--- config.mk ---
export PLATFORM = sky130hd
export DESIGN_NAME = mux_n_pipe_flat
export DESIGN_NICKNAME = d
export VERILOG_FILES = /design/src/rtl/mux_n_pipe_if.sv /design/src/rtl/mux_n_pipe.sv /design/src/flat_wrapper.sv
export SDC_FILE = /design/constraint.sdc
export NUM_CORES = 1
export LEC_CHECK = 0
export ABC_AREA = 1
export BUFFER_PORTS_ARGS = -buffer_cell sky130_fd_sc_hd__buf_2
export CORE_AREA = 5 5 159 161
export DETAILED_ROUTE_END_ITERATION = 8
export DIE_AREA = 0 0 164 166
export PLACE_DENSITY = 0.65
export SYNTH_ARGS = -nofsm -noshare
export SYNTH_HDL_FRONTEND = slang
export SYNTH_SLANG_ARGS = --single-unit
--- constraint.sdc ---
create_clock -name clk -period 1.3 [get_ports clk]
set_input_delay 0 -clock clk [delete_from_list [all_inputs] [get_ports clk]]
set_output_delay 0 -clock clk [all_outputs]
set_load 0.02 [all_outputs]
--- src/rtl/mux_n_pipe_if.sv ---
// Handshake and data bundle for mux_n_pipe: upstream beat (sources, selects,
// mask) in, one registered vector operand out.
interface mux_n_pipe_if #(
  parameter int WIDTH  = 24,
  parameter int LANES  = 4,
  parameter int NUM_IN = 3
);
  localparam int SEL_W = ($clog2(NUM_IN) < 1) ? 1 : $clog2(NUM_IN);

  logic                          in_valid;
  logic                          in_ready;
  logic [NUM_IN*LANES*WIDTH-1:0] d_in;
  logic [LANES*SEL_W-1:0]        sel;
  logic [LANES-1:0]              lane_mask;
  logic                          out_valid;
  logic                          out_ready;
  logic [LANES*WIDTH-1:0]        out_data;

  modport master (
    output in_valid, d_in, sel, lane_mask, out_ready,
    input  in_ready, out_valid, out_data
  );

  modport slave (
    input  in_valid, d_in, sel, lane_mask, out_ready,
    output in_ready, out_valid, out_data
  );
endinterface

--- src/rtl/mux_n_pipe.sv ---
// Registered N-input, multi-lane operand-select mux with a one-deep valid/ready stage.
// Optional sticky out-of-range select flag enabled by defining MUXN_SEL_ERR_EN.
module mux_n_pipe #(
  parameter int WIDTH  = 24,
  parameter int LANES  = 4,
  parameter int NUM_IN = 3,
  parameter int CNT_W  = 16
) (
  input  logic             clk,
  input  logic             rst_n,
  mux_n_pipe_if.slave      bus,
  output logic [CNT_W-1:0] xfer_cnt,
  output logic             sel_err,
  input  logic             err_clr
);
  localparam int SEL_W = ($clog2(NUM_IN) < 1) ? 1 : $clog2(NUM_IN);

  typedef enum logic {
    EMPTY = 1'b0,
    FULL  = 1'b1
  } state_t;

  state_t                   state_reg, state_next;
  logic [LANES*WIDTH-1:0]   data_reg, data_next;
  logic [CNT_W-1:0]         cnt_reg, cnt_next;
  logic [LANES*WIDTH-1:0]   lane_sel_data;
  logic [LANES-1:0]         lane_oor;
  logic                     accept;

  assign bus.in_ready  = (state_reg == EMPTY) || bus.out_ready;
  assign accept        = bus.in_valid && bus.in_ready;
  assign bus.out_valid = (state_reg == FULL);
  assign bus.out_data  = data_reg;
  assign xfer_cnt      = cnt_reg;

  // Per-lane source select; a code with no matching source is out of range and yields zero.
  generate
    for (genvar gi = 0; gi < LANES; gi++) begin : g_lane
      logic [SEL_W-1:0] lane_code;
      logic [WIDTH-1:0] lane_val;
      logic             lane_hit;

      assign lane_code = bus.sel[gi*SEL_W +: SEL_W];

      always_comb begin
        lane_val = '0;
        lane_hit = 1'b0;
        for (int s = 0; s < NUM_IN; s++) begin
          if (lane_code == SEL_W'(s)) begin
            lane_val = bus.d_in[(s*LANES+gi)*WIDTH +: WIDTH];
            lane_hit = 1'b1;
          end
        end
      end

      assign lane_sel_data[gi*WIDTH +: WIDTH] = bus.lane_mask[gi] ? lane_val : '0;
      assign lane_oor[gi] = bus.lane_mask[gi] && !lane_hit;
    end
  endgenerate

  always_comb begin
    state_next = state_reg;
    data_next  = data_reg;
    cnt_next   = cnt_reg;
    case (state_reg)
      EMPTY: if (accept) state_next = FULL;
      FULL:  if (bus.out_ready && !accept) state_next = EMPTY;
      default: state_next = EMPTY;
    endcase
    if (accept) begin
      data_next = lane_sel_data;
      cnt_next  = cnt_reg + CNT_W'(1);
    end
  end

  always_ff @(posedge clk or negedge rst_n) begin
    if (!rst_n) begin
      state_reg <= EMPTY;
      data_reg  <= '0;
      cnt_reg   <= '0;
    end else begin
      state_reg <= state_next;
      data_reg  <= data_next;
      cnt_reg   <= cnt_next;
    end
  end

`ifdef MUXN_SEL_ERR_EN
  logic sel_err_reg, sel_err_next;

  // A new error in the same cycle as a clear must survive the clear.
  always_comb begin
    sel_err_next = sel_err_reg;
    if (err_clr) sel_err_next = 1'b0;
    if (accept && (|lane_oor)) sel_err_next = 1'b1;
  end

  always_ff @(posedge clk or negedge rst_n) begin
    if (!rst_n) sel_err_reg <= 1'b0;
    else        sel_err_reg <= sel_err_next;
  end

  assign sel_err = sel_err_reg;
`else
  logic unused_err;
  assign unused_err = err_clr ^ (|lane_oor);
  assign sel_err    = 1'b0;
`endif

endmodule

--- src/flat_wrapper.sv ---
// flat-port wrapper written by rule: the top's interface ports become plain ports
module mux_n_pipe_flat 
#(
  parameter int WIDTH  = 24,
  parameter int LANES  = 4,
  parameter int NUM_IN = 3,
  parameter int CNT_W  = 16
)
  (clk, rst_n, xfer_cnt, sel_err, err_clr, bus_in_valid, bus_d_in, bus_sel, bus_lane_mask, bus_out_ready, bus_in_ready, bus_out_valid, bus_out_data);
  mux_n_pipe_if #(.WIDTH(WIDTH), .LANES(LANES), .NUM_IN(NUM_IN)) bus_i ();
  input  logic clk;
  input  logic rst_n;
  output logic [CNT_W-1:0] xfer_cnt;
  output logic sel_err;
  input  logic err_clr;
  input wire logic [$bits(bus_i.in_valid)-1:0] bus_in_valid;
  input wire logic [$bits(bus_i.d_in)-1:0] bus_d_in;
  input wire logic [$bits(bus_i.sel)-1:0] bus_sel;
  input wire logic [$bits(bus_i.lane_mask)-1:0] bus_lane_mask;
  input wire logic [$bits(bus_i.out_ready)-1:0] bus_out_ready;
  output wire logic [$bits(bus_i.in_ready)-1:0] bus_in_ready;
  output wire logic [$bits(bus_i.out_valid)-1:0] bus_out_valid;
  output wire logic [$bits(bus_i.out_data)-1:0] bus_out_data;
  assign bus_i.in_valid = bus_in_valid;
  assign bus_i.d_in = bus_d_in;
  assign bus_i.sel = bus_sel;
  assign bus_i.lane_mask = bus_lane_mask;
  assign bus_i.out_ready = bus_out_ready;
  assign bus_in_ready = bus_i.in_ready;
  assign bus_out_valid = bus_i.out_valid;
  assign bus_out_data = bus_i.out_data;
  mux_n_pipe #(.WIDTH(WIDTH), .LANES(LANES), .NUM_IN(NUM_IN), .CNT_W(CNT_W)) u_core (.clk(clk), .rst_n(rst_n), .bus(bus_i), .xfer_cnt(xfer_cnt), .sel_err(sel_err), .err_clr(err_clr));
endmodule
## Word-level counts from Yosys, hierarchy flattened

Index checks and enable logic that the tools add are counted.

- Flip-flop bits (word level): 113
- Input bits: 305
- Output and inout bits: 115
- Logic and storage cells: 40

- Add/sub/neg operators: 1
- Bitwise gates (word level): 1
- Reduce and logical (&&, ||, !) cells: 8
- Eq/ne operators: 8
- Multiplexer cells: 19

Operators by type and width:

| operator | count |
|---|---|
| $mux 24 | 16 |
| $add 16x1->16 const B | 1 |
| $eq 2x1->1 const B | 4 |
| $eq 2x2->1 const B | 4 |
| $logic_not 2->1 | 4 |
| $logic_and 1x1->1 | 2 |
| $mux 1 | 2 |
| $pmux 1 s2 | 1 |
| $logic_not 1->1 | 1 |
| $logic_or 1x1->1 | 1 |
| $not 1->1 | 1 |

## Longest topological paths before layout

Gate-level depths: netlist (run 1).

- Word-level depth: 7
- Depth in mapped cells: 10
- Mapped depth without buffers: 10

## Least setup slack after synthesis (run 1)

Ideal clock, no wire load.

- Kind: reg2reg
- Start: reg u_core.cnt_reg[0] (netlist: u_core.xfer_cnt[0])
- End: reg u_core.cnt_reg[8] (netlist: u_core.xfer_cnt[8])
- Stages on the path, launching flop included: 6
- Slack: -0.121 ns
- Path buffers: 0
- Setup time: 0.130 ns
- Data required time: 1.170 ns
- Data arrival time: 1.291 ns
- Period minus slack after synthesis: 1.421 ns
- Cells stage by stage: dfrtp_1 > ha_1 > nand3_1 > nor3_2 > nand2_1 > xnor2_1

- Longest elaborated chain between the ends: 1

Ends and longest elaborated chain:

| item | line | RTL |
|---|---|---|
| start: declaration | mux_n_pipe.sv:25 | `logic [CNT_W-1:0] cnt_reg, cnt_next;` |
| start signal: assignment | mux_n_pipe.sv:84 | `cnt_reg <= cnt_next;` |
| $add 16x1->16 | mux_n_pipe.sv:72 | `cnt_next = cnt_reg + CNT_W'(1);` |

No other way between the ends.
A chain may end at the register's enable or synchronous reset.

## Worst setup path after layout (run 1)

- Start: in bus_d_in[18]
- End: reg u_core.data_reg[18] (netlist: u_core.bus.out_data[18])

- Longest elaborated chain between the ends: 4

Ends and longest elaborated chain:

| item | line | RTL |
|---|---|---|
| start: declaration | flat_wrapper.sv:17 | `input wire logic [$bits(bus_i.d_in)-1:0] bus_d_in;` |
| $mux 24 (3 in series) | mux_n_pipe.sv:49 | `if (lane_code == SEL_W'(s)) begin` |
| $mux 24 | mux_n_pipe.sv:56 | `assign lane_sel_data[gi*WIDTH +: WIDTH] = bus.lane_mask[gi] ? lane_val : '0;` |
| end signal: assignment | mux_n_pipe.sv:83 | `data_reg <= data_next;` |
| end: declaration | mux_n_pipe.sv:24 | `logic [LANES*WIDTH-1:0] data_reg, data_next;` |

No other way between the ends.

==> results of run 1 <==
## final timing paths
check | startpoint | end | slack [ns] | depth (start not counted)
setup / recovery | bus_d_in[18] | u_core.bus.out_data[18] | -0.04 | 6
hold / removal | bus_d_in[116] | u_core.bus.out_data[20] | -0.02 | 4
setup reg to reg | u_core.bus.out_valid | u_core.bus.out_data[69] | 0.03 | 4
hold reg to reg | u_core.bus.out_data[36] | u_core.bus.out_data[36] | 0.49 | 2
max in group asynchronous | rst_n | u_core.bus.out_data[40] | 0.60 | 3
min in group asynchronous | rst_n | u_core.bus.out_data[83] | 0.20 | 3
## cell type report
type	instances	area, sq um	share of cell area
repair buffers	629	4172	0.3692
multi-input cells	587	3174	0.2809
flip-flops and latches	113	2834	0.2508
well taps	324	405.4	0.03588
clock buffers	22	474.2	0.04197
clock inverters	10	108.9	0.009633
inverters	27	128.9	0.01141
diodes	1	2.502	0.0002215
## logic make-up after synthesis
group,Yosys count
AOI/OAI and AO/OA,125
DFF,113
adders and majority gates,1
buffers and inverters,91
and+or+nand+nor,449
xor gates and xnor gates,10
other,1
## sequential cells by signal (all words and copies together) (netlist names)
register / flops
u_core.bus.out_valid: 1
u_core.bus.out_data: 96
u_core.xfer_cnt: 16
## power groups by stage
stage	Combinational, mW	Sequential (mW)	Clock, mW
2_1_floorplan	1.10	4.78	0
3_3_place_gp	2.97	4.27	0
3_5_place_dp	3.01	4.27	0
4_1_cts	3.56	4.22	4.73
5_1_grt	3.99	4.32	4.94
6_report	3.69	4.26	4.59
## Yosys cell counts
master	count
sky130_fd_sc_hd__a21oi_1	28
sky130_fd_sc_hd__a22o_1	68
sky130_fd_sc_hd__buf_2	51
sky130_fd_sc_hd__buf_4	8
sky130_fd_sc_hd__buf_6	5
sky130_fd_sc_hd__conb_1	1
sky130_fd_sc_hd__dfrtp_1	113
sky130_fd_sc_hd__ha_1	1
sky130_fd_sc_hd__inv_1	14
sky130_fd_sc_hd__inv_2	8
sky130_fd_sc_hd__inv_4	4
sky130_fd_sc_hd__inv_6	1
sky130_fd_sc_hd__nand2_1	157
sky130_fd_sc_hd__nand2_2	2
sky130_fd_sc_hd__nand2_4	5
sky130_fd_sc_hd__nand3_1	266
sky130_fd_sc_hd__nand4_1	3
sky130_fd_sc_hd__nor2_1	8
sky130_fd_sc_hd__nor2_4	6
sky130_fd_sc_hd__nor3_1	1
sky130_fd_sc_hd__nor3_2	1
sky130_fd_sc_hd__o21ai_0	11
sky130_fd_sc_hd__o21ai_1	18
sky130_fd_sc_hd__xnor2_1	6
sky130_fd_sc_hd__xor2_1	4
## per-stage QoR
stage                       util  hold slack [ns]  cell area, sq um  worst slack [ns]
after floorplan                -          -0.2956              6430          0.004419
after global placement    0.3665           0.1252              8731          -0.01235
after detailed placement  0.3665           0.1269              8731          -0.06024
after CTS                 0.4692         -0.02591             11180          -0.06743
after global routing      0.4744         0.003029             11300          -0.04128
final                     0.4744         -0.01624             11300          -0.03587
## metal layers
metal  routed length (um)  track usage  vias to the layer above
met3                 2131      0.05237                      101
li1                     -            -                     3955
met2                13590       0.3219                      464
met4                 1430       0.1025                        2
met1                10950       0.2418                     3984
met5                   13            0                        -
## what timing repair did
item | 4_1_cts | 5_1_grt
hold buffers | 186 | 1
setup buffers | 0 | 6
gates cloned | 0 | 1
pin swaps | 0 | 8
setup endpoints to repair | 97 | 104
hold endpoints to repair | 212 | 1
gates resized for setup | 0 | 24
## critical path, delay by kind of cell
kind	cells	cell delay, ns
compound gates	1	0.20
simple gates	2	0.15
buf+inv	3	1.27
==> results_tabular.tex, run 1 <==
\begin{tabular}{lr}
\hline
Metric & Value \\
\hline
\multicolumn{2}{l}{\textbf{Placed design}} \\
\quad HPWL after detailed placement & 19.80 mm \\
\quad Placed cell count & 1,489 \\
\quad Count of input and output buffers & 417 \\
\quad Final weighted congestion in routability-driven placement & 0.8716 \\
\multicolumn{2}{l}{\textbf{Yosys}} \\
\quad Area of the mapped netlist & 6421 sq um \\
\quad Average size of a mapped cell & 8.128 sq um \\
\quad Basic-gate share of the synthesized area counting and, or, nand and nor cells & 0.3303 \\
\quad Post-synthesis adder-cell area fraction & 0.001949 \\
\quad Synth Instances & 790 \\
\quad Largest family of logic cells by synthesized area & simple AND/OR/NAND/NOR gates \\
\quad Net Count, Synth & 1,096 \\
\quad Portion of synthesized cell area occupied by the leading cell type & 0.4404 \\
\quad Compound-gate portion of the synthesized area & 0.1372 \\
\quad Post-synthesis cell type with the largest combined area & sky130\_fd\_sc\_hd\_\_dfrtp\_1 \\
\quad Count of warnings emitted by yosys & 0 \\
\quad Share of the synthesized netlist area taken by xor and xnor gates & 0.01364 \\
\quad Portion of the post-synthesis area used by sequential elements & 0.4404 \\
\quad Proportion of synthesized area in mux cells & 0 \\
\quad Yosys cell types & 25 \\
\quad Leading post-synthesis cells by cell area & sky130\_fd\_sc\_hd\_\_dfrtp\_1 44\%, sky130\_fd\_sc\_hd\_\_nand3\_1 21\%, sky130\_fd\_sc\_hd\_\_a22o\_1 9.3\% \\
\quad Total of flip-flops plus latches after synthesis & 113 \\
\multicolumn{2}{l}{\textbf{Route}} \\
\quad Post-detailed-routing wire length & 28.11 mm \\
\quad First-iteration detailed-routing DRC count & 627 \\
\quad DRT Pass-1 Iters & 5 \\
\quad Vias/cell & 4.966 \\
\quad Antenna Violating Nets Remaining & 0 \\
\quad Via count & 8,506 \\
\quad Number of design rule violations left after detail routing & 0 \\
\quad Average detailed-routed wire length per instance & 16.41 um \\
\multicolumn{2}{l}{\textbf{Worst setup path}} \\
\quad Most frequent cell on the critical path & sky130\_fd\_sc\_hd\_\_dlygate4sd3\_1 \\
\quad Slowest CP cell & sky130\_fd\_sc\_hd\_\_dlygate4sd3\_1 \\
\quad Worst setup path category & input pin to register \\
\quad Worst endpoint data arrival time & 1.63 ns \\
\quad Required arrival time at the worst endpoint & 1.59 ns \\
\quad Critical Path Start Type & input pin \\
\quad Critical path cell sequence & dlygate4sd3\_1 -> buf\_2 -> nand2\_1 -> nand3\_1 -> dlygate4sd3\_1 -> a22o\_1 \\
\quad Delay contributed by the slowest stage of the critical path & 0.58 ns \\
\quad Critical path endpoint category & register \\
\quad Critical-path maximum fanout & 1 \\
\multicolumn{2}{l}{\textbf{Layout}} \\
\quad Nets & 1,681 \\
\quad Synthesis-to-layout area growth & 75.97\% \\
\quad Most used cells in the layout excluding fill and tap cells & 416 x sky130\_fd\_sc\_hd\_\_buf\_2, 264 x sky130\_fd\_sc\_hd\_\_nand3\_1, 183 x sky130\_fd\_sc\_hd\_\_dlygate4sd3\_1, 155 x sky130\_fd\_sc\_hd\_\_nand2\_1, 108 x sky130\_fd\_sc\_hd\_\_dfrtp\_1 \\
\quad Final cell count without fillers & 1,713 \\
\quad Fraction of layout instances using a drive strength above 1 & 0.3703 \\
\quad Count of fill cells added during filler insertion & 2,312 \\
\quad Most common cell after layout, fill and taps aside & sky130\_fd\_sc\_hd\_\_buf\_2 \\
\multicolumn{2}{l}{\textbf{Clock network}} \\
\quad H-tree depth reported by CTS & 4 \\
\quad Maximum buffer depth of the clock tree & 2 \\
\quad Clock latency on the worst-skew pair & 0.41 ns \\
\quad Clk slew on worst S/H paths & 0.05 ns \\
\quad Number of buffers inserted during clock tree synthesis & 17 \\
\quad Count of clock tree sinks & 113 \\
\quad Cell at the root of the clock tree & sky130\_fd\_sc\_hd\_\_clkbuf\_16 \\
\quad Clock tree from TritonCTS & yes \\
\multicolumn{2}{l}{\textbf{Global routing}} \\
\quad Wire length of the first global-routing pass & 43.88 mm \\
\quad GRT overflow & 0 \\
\quad Overall fraction of global-route tracks in use & 0.1987 \\
\quad Via count of the first global-routing pass & 8,629 \\
\quad Number of antenna violations at the first check in global routing & 2 \\
\quad Largest net degree at the start of global routing & 114 \\
\multicolumn{2}{l}{\textbf{Pwr}} \\
\quad Proportion of power drawn by combinational gates & 0.294 \\
\quad Portion of total power attributed to the clock network & 0.366 \\
\quad Leakage & 5.976 nW \\
\quad Final Power & 12.55 mW \\
\quad P per Cell Area & 1111 nW/um\^{}2 \\
\quad Worst IR Drop VDD & 0.0007433 V \\
\quad Switching power & 3.917 mW \\
\quad Share of total power consumed by net switching & 0.3121 \\
\quad Int Power & 8.634 mW \\
\quad Part of the total power dissipated in sequential elements & 0.340 \\
\multicolumn{2}{l}{\textbf{Floorplanning}} \\
\quad X dimension of the die & 164 um \\
\quad Number of top-level pins & 420 \\
\quad Die outline height & 166 um \\
\quad Count of standard-cell rows & 57 \\
\quad Area inside the core boundary & 23,820 sq um \\
\quad Starting utilization of the core area & 0.2696 \\
\quad Die area & 27,220 sq um \\
\multicolumn{2}{l}{\textbf{STA}} \\
\quad Slew at the pin with the worst max-slew slack & 0.6393 ns \\
\quad Fin Clk Skew & 0.01720 ns \\
\quad Final critical-path required period & 1.336 ns \\
\quad Worst Slack Setup Final & -0.03587 ns \\
\quad Hold violation count in the final report & 2 \\
\quad Setup TNS after final layout & -0.03869 ns \\
\quad Max-slew headroom & 0.5738 \\
\quad Worst Hold Slack & -0.01624 ns \\
\quad Final critical-path share of the clock period & 1.028 \\
\quad Max Clock Freq & 748.6 MHz \\
\quad Max Transition Viols Final & 0 \\
\quad Count of endpoints failing setup in the final report & 2 \\
\quad Setup repair after global routing missed its margin & yes \\
\multicolumn{2}{l}{\textbf{Min path}} \\
\quad Worst min-delay path class & input pin to register \\
\multicolumn{2}{l}{\textbf{Run}} \\
\quad \# Max-Cap Violations & 0 \\
\multicolumn{2}{l}{\textbf{Outcome}} \\
\quad Status & finished with violations \\
\quad Violations in the final reports & hold timing, setup timing \\
\hline
\end{tabular}
(Power assumes the default switching activity.)
==> run 2, diff against run 1 <==
==> constraint.sdc (replaced) <==
create_clock -name clk -period 1.3 [get_ports clk]
set_input_delay 0.195 -clock clk [delete_from_list [all_inputs] [get_ports clk]]
set_output_delay 0.195 -clock clk [all_outputs]
set_load 0.02 [all_outputs]
==> results_tabular.tex, run 2 (same netlist as run 1, synthesis figures left out) <==
\begin{tabular}{lr}
\hline
Metric & Value \\
\hline
\multicolumn{2}{l}{\textbf{Route}} \\
\quad Number of design rule violations left after detail routing & 0 \\
\quad DRT Pass-1 Iters & 8 \\
\quad Average detailed-routed wire length per instance & 16.27 um \\
\quad Antenna Violating Nets Remaining & 0 \\
\quad Post-detailed-routing wire length & 24.99 mm \\
\quad Vias/cell & 4.880 \\
\quad Via count & 7,496 \\
\quad First-iteration detailed-routing DRC count & 500 \\
\multicolumn{2}{l}{\textbf{STA}} \\
\quad Setup TNS after final layout & 0 ns \\
\quad Max Clock Freq & 781.0 MHz \\
\quad Max-slew headroom & 0.6277 \\
\quad Hold violation count in the final report & 0 \\
\quad Fin Clk Skew & 0.004887 ns \\
\quad Worst Slack Setup Final & 0.01964 ns \\
\quad Worst Hold Slack & 0.06027 ns \\
\quad Final critical-path share of the clock period & 0.9849 \\
\quad Slew at the pin with the worst max-slew slack & 0.5572 ns \\
\quad Final critical-path required period & 1.280 ns \\
\quad Count of endpoints failing setup in the final report & 0 \\
\quad Max Transition Viols Final & 0 \\
\quad Setup repair after global routing missed its margin & yes \\
\multicolumn{2}{l}{\textbf{Layout}} \\
\quad Final core utilization & 0.3994 \\
\quad Most used cells in the layout excluding fill and tap cells & 413 x sky130\_fd\_sc\_hd\_\_buf\_2, 265 x sky130\_fd\_sc\_hd\_\_nand3\_1, 155 x sky130\_fd\_sc\_hd\_\_nand2\_1, 109 x sky130\_fd\_sc\_hd\_\_dfrtp\_1, 68 x sky130\_fd\_sc\_hd\_\_a22o\_1 \\
\quad Nets & 1,504 \\
\quad Number of flip-flops in the largest register & 96 \\
\quad Fraction of layout instances using a drive strength above 1 & 0.4306 \\
\quad Most common cell after layout, fill and taps aside & sky130\_fd\_sc\_hd\_\_buf\_2 \\
\quad Synthesis-to-layout area growth & 48.15\% \\
\multicolumn{2}{l}{\textbf{Clock network}} \\
\quad Count of clock tree sinks & 113 \\
\quad Cell at the root of the clock tree & sky130\_fd\_sc\_hd\_\_clkbuf\_16 \\
\quad Number of buffers inserted during clock tree synthesis & 17 \\
\quad Clk slew on worst S/H paths & 0.06 ns \\
\quad Clock latency on the worst-skew pair & 0.40 ns \\
\quad Clock tree from TritonCTS & yes \\
\quad Maximum buffer depth of the clock tree & 2 \\
\quad H-tree depth reported by CTS & 4 \\
\multicolumn{2}{l}{\textbf{Pwr}} \\
\quad Part of the total power dissipated in sequential elements & 0.357 \\
\quad Proportion of power drawn by combinational gates & 0.269 \\
\quad Portion of total power attributed to the clock network & 0.373 \\
\quad Worst IR Drop VDD & 0.0006935 V \\
\quad Switching power & 3.747 mW \\
\quad Int Power & 8.066 mW \\
\quad P per Cell Area & 1242 nW/um\^{}2 \\
\quad Leakage & 5.181 nW \\
\quad Share of total power consumed by net switching & 0.3172 \\
\multicolumn{2}{l}{\textbf{Placed design}} \\
\quad HPWL after detailed placement & 19.83 mm \\
\quad Final weighted congestion in routability-driven placement & 0.9011 \\
\quad Count of input and output buffers & 417 \\
\quad Worst-case setup slack after placement & -0.1276 ns \\
\multicolumn{2}{l}{\textbf{Worst setup path}} \\
\quad Required arrival time at the worst endpoint & 1.62 ns \\
\quad Crit-path leading delay family & flip-flops \\
\quad Stages on the worst setup path & 5 \\
\quad Number of cells on the worst reg-to-reg path & 5 \\
\quad CP endpoint & u\_core.xfer\_cnt[6] \\
\quad Critical path endpoint category & register \\
\quad Delay contributed by the slowest stage of the critical path & 0.38 ns \\
\quad WP buf/inv & 1 \\
\quad Worst setup path category & register to register \\
\quad Reg-to-Reg Start & u\_core.xfer\_cnt[0] \\
\quad Timing startpoint of the critical path & u\_core.xfer\_cnt[0] \\
\quad Critical-path maximum fanout & 4 \\
\quad Critical path cell sequence & ha\_2 -> nand3\_2 -> nor3\_4 -> buf\_4 -> xor2\_1 \\
\quad Slowest CP cell & sky130\_fd\_sc\_hd\_\_dfrtp\_2 \\
\quad Reg2Reg Setup Slack & 0.02 ns \\
\quad Worst endpoint data arrival time & 1.60 ns \\
\quad Critical Path Start Type & register \\
\quad FF-to-FF End & u\_core.xfer\_cnt[6] \\
\multicolumn{2}{l}{\textbf{Outcome}} \\
\quad Status & completed \\
\multicolumn{2}{l}{\textbf{Run}} \\
\quad \# Max-Cap Violations & 0 \\
\multicolumn{2}{l}{\textbf{Global routing}} \\
\quad Overall fraction of global-route tracks in use & 0.1737 \\
\quad Via count of the first global-routing pass & 7,196 \\
\quad GRT overflow & 0 \\
\quad Largest net degree at the start of global routing & 55 \\
\quad Number of antenna violations at the first check in global routing & 1 \\
\quad Wire length of the first global-routing pass & 38.13 mm \\
\multicolumn{2}{l}{\textbf{Floorplanning}} \\
\quad Die area & 27,220 sq um \\
\quad Number of top-level pins & 420 \\
\quad Die outline height & 166 um \\
\quad Count of standard-cell rows & 57 \\
\quad X dimension of the die & 164 um \\
\quad Starting utilization of the core area & 0.2696 \\
\quad Area inside the core boundary & 23,820 sq um \\
\multicolumn{2}{l}{\textbf{Min path}} \\
\quad Worst min-delay path class & input pin to register \\
\quad Beginning of the worst hold path & bus\_d\_in[7] \\
\hline
\end{tabular}
## run 2: changes by cell type in the layout (fill, tap and decap cells not counted), sizes merged
cell	change
dlygate4sd3	-182
buf	+7
clkinvlp	+2
bufinv	-1
clkbuf	-1
clkinv	-1
diode	+1
dlymetal6s4s	-1
nor2	-1
## run 2: layout make-up
type / count / area, sq um
antenna: 2 / 5.005
clock buffer: 21 / 480.5
clock inverter: 10 / 85.08
fill: 2488 / 14310
inverter: 27 / 123.9
multi-input combinational: 586 / 3151
sequential: 113 / 2833
tap: 324 / 405.4
timing repair buffer: 453 / 2430
## run 2: worst min path at each step
stage | end | depth (start not counted)
CTS | u_core.bus.out_valid | 3
floorplan | u_core.bus.out_data[0] | 0
detailed placement | u_core.bus.out_data[83] | 1
global placement | u_core.bus.out_data[92] | 1
finish | u_core.bus.out_data[7] | 3
global route | u_core.bus.out_data[34] | 3
## run 2: power groups by stage
stage / clock network, mW / logic (mW) / registers [mW]
detailed placement: 0 / 3.03 / 4.27
finish: 4.41 / 3.18 / 4.22
global route: 4.73 / 3.44 / 4.27
global placement: 0 / 3.00 / 4.26
CTS: 4.56 / 3.12 / 4.21
floorplan: 0 / 1.10 / 4.78
## run 2: timing repair
| item | 4_1_cts | 5_1_grt |
|---|---|---|
| endpoints found under the hold margin | 55 | 0 |
| resized for setup | 4 | 19 |
| hold buffers | 1 | 0 |
| endpoints found under the setup margin | 59 | 102 |
| pin swaps | 0 | 1 |
| setup buffers | 2 | 2 |
## run 2: worst register-to-register path: cells and delay by family (launching register included)
kind                       cells  cell delay (ns)
DFF                            1             0.38
and+or+nand+nor                2             0.33
adders and majority gates      1             0.20
buffers and inverters          1             0.15
xor gates and xnor gates       1             0.15
## run 2: per-layer routing
| metal | wire length [um] | part of all wire | global-route usage | vias up |
|---|---|---|---|---|
| met5 | 0 | 0 | 0 | - |
| met1 | 10240 | 0.41 | 0.2234 | 3528 |
| li1 | - | - | - | 3603 |
| met3 | 1718 | 0.069 | 0.04070 | 56 |
| met2 | 12150 | 0.49 | 0.2786 | 309 |
| met4 | 879 | 0.035 | 0.07440 | 0 |
## run 2: per-stage QoR
| stage | power (mW) | area (sq um) | std cells |
|---|---|---|---|
| final | 11.81 | 9513 | 1536 |
| after global routing | 12.44 | 9510 | 1535 |
| after CTS | 11.88 | 9427 | 1532 |
| after detailed placement | 7.296 | 8823 | 1498 |
| after global placement | 7.262 | 8823 | 1498 |
| after floorplan | 5.873 | 6430 | 790 |
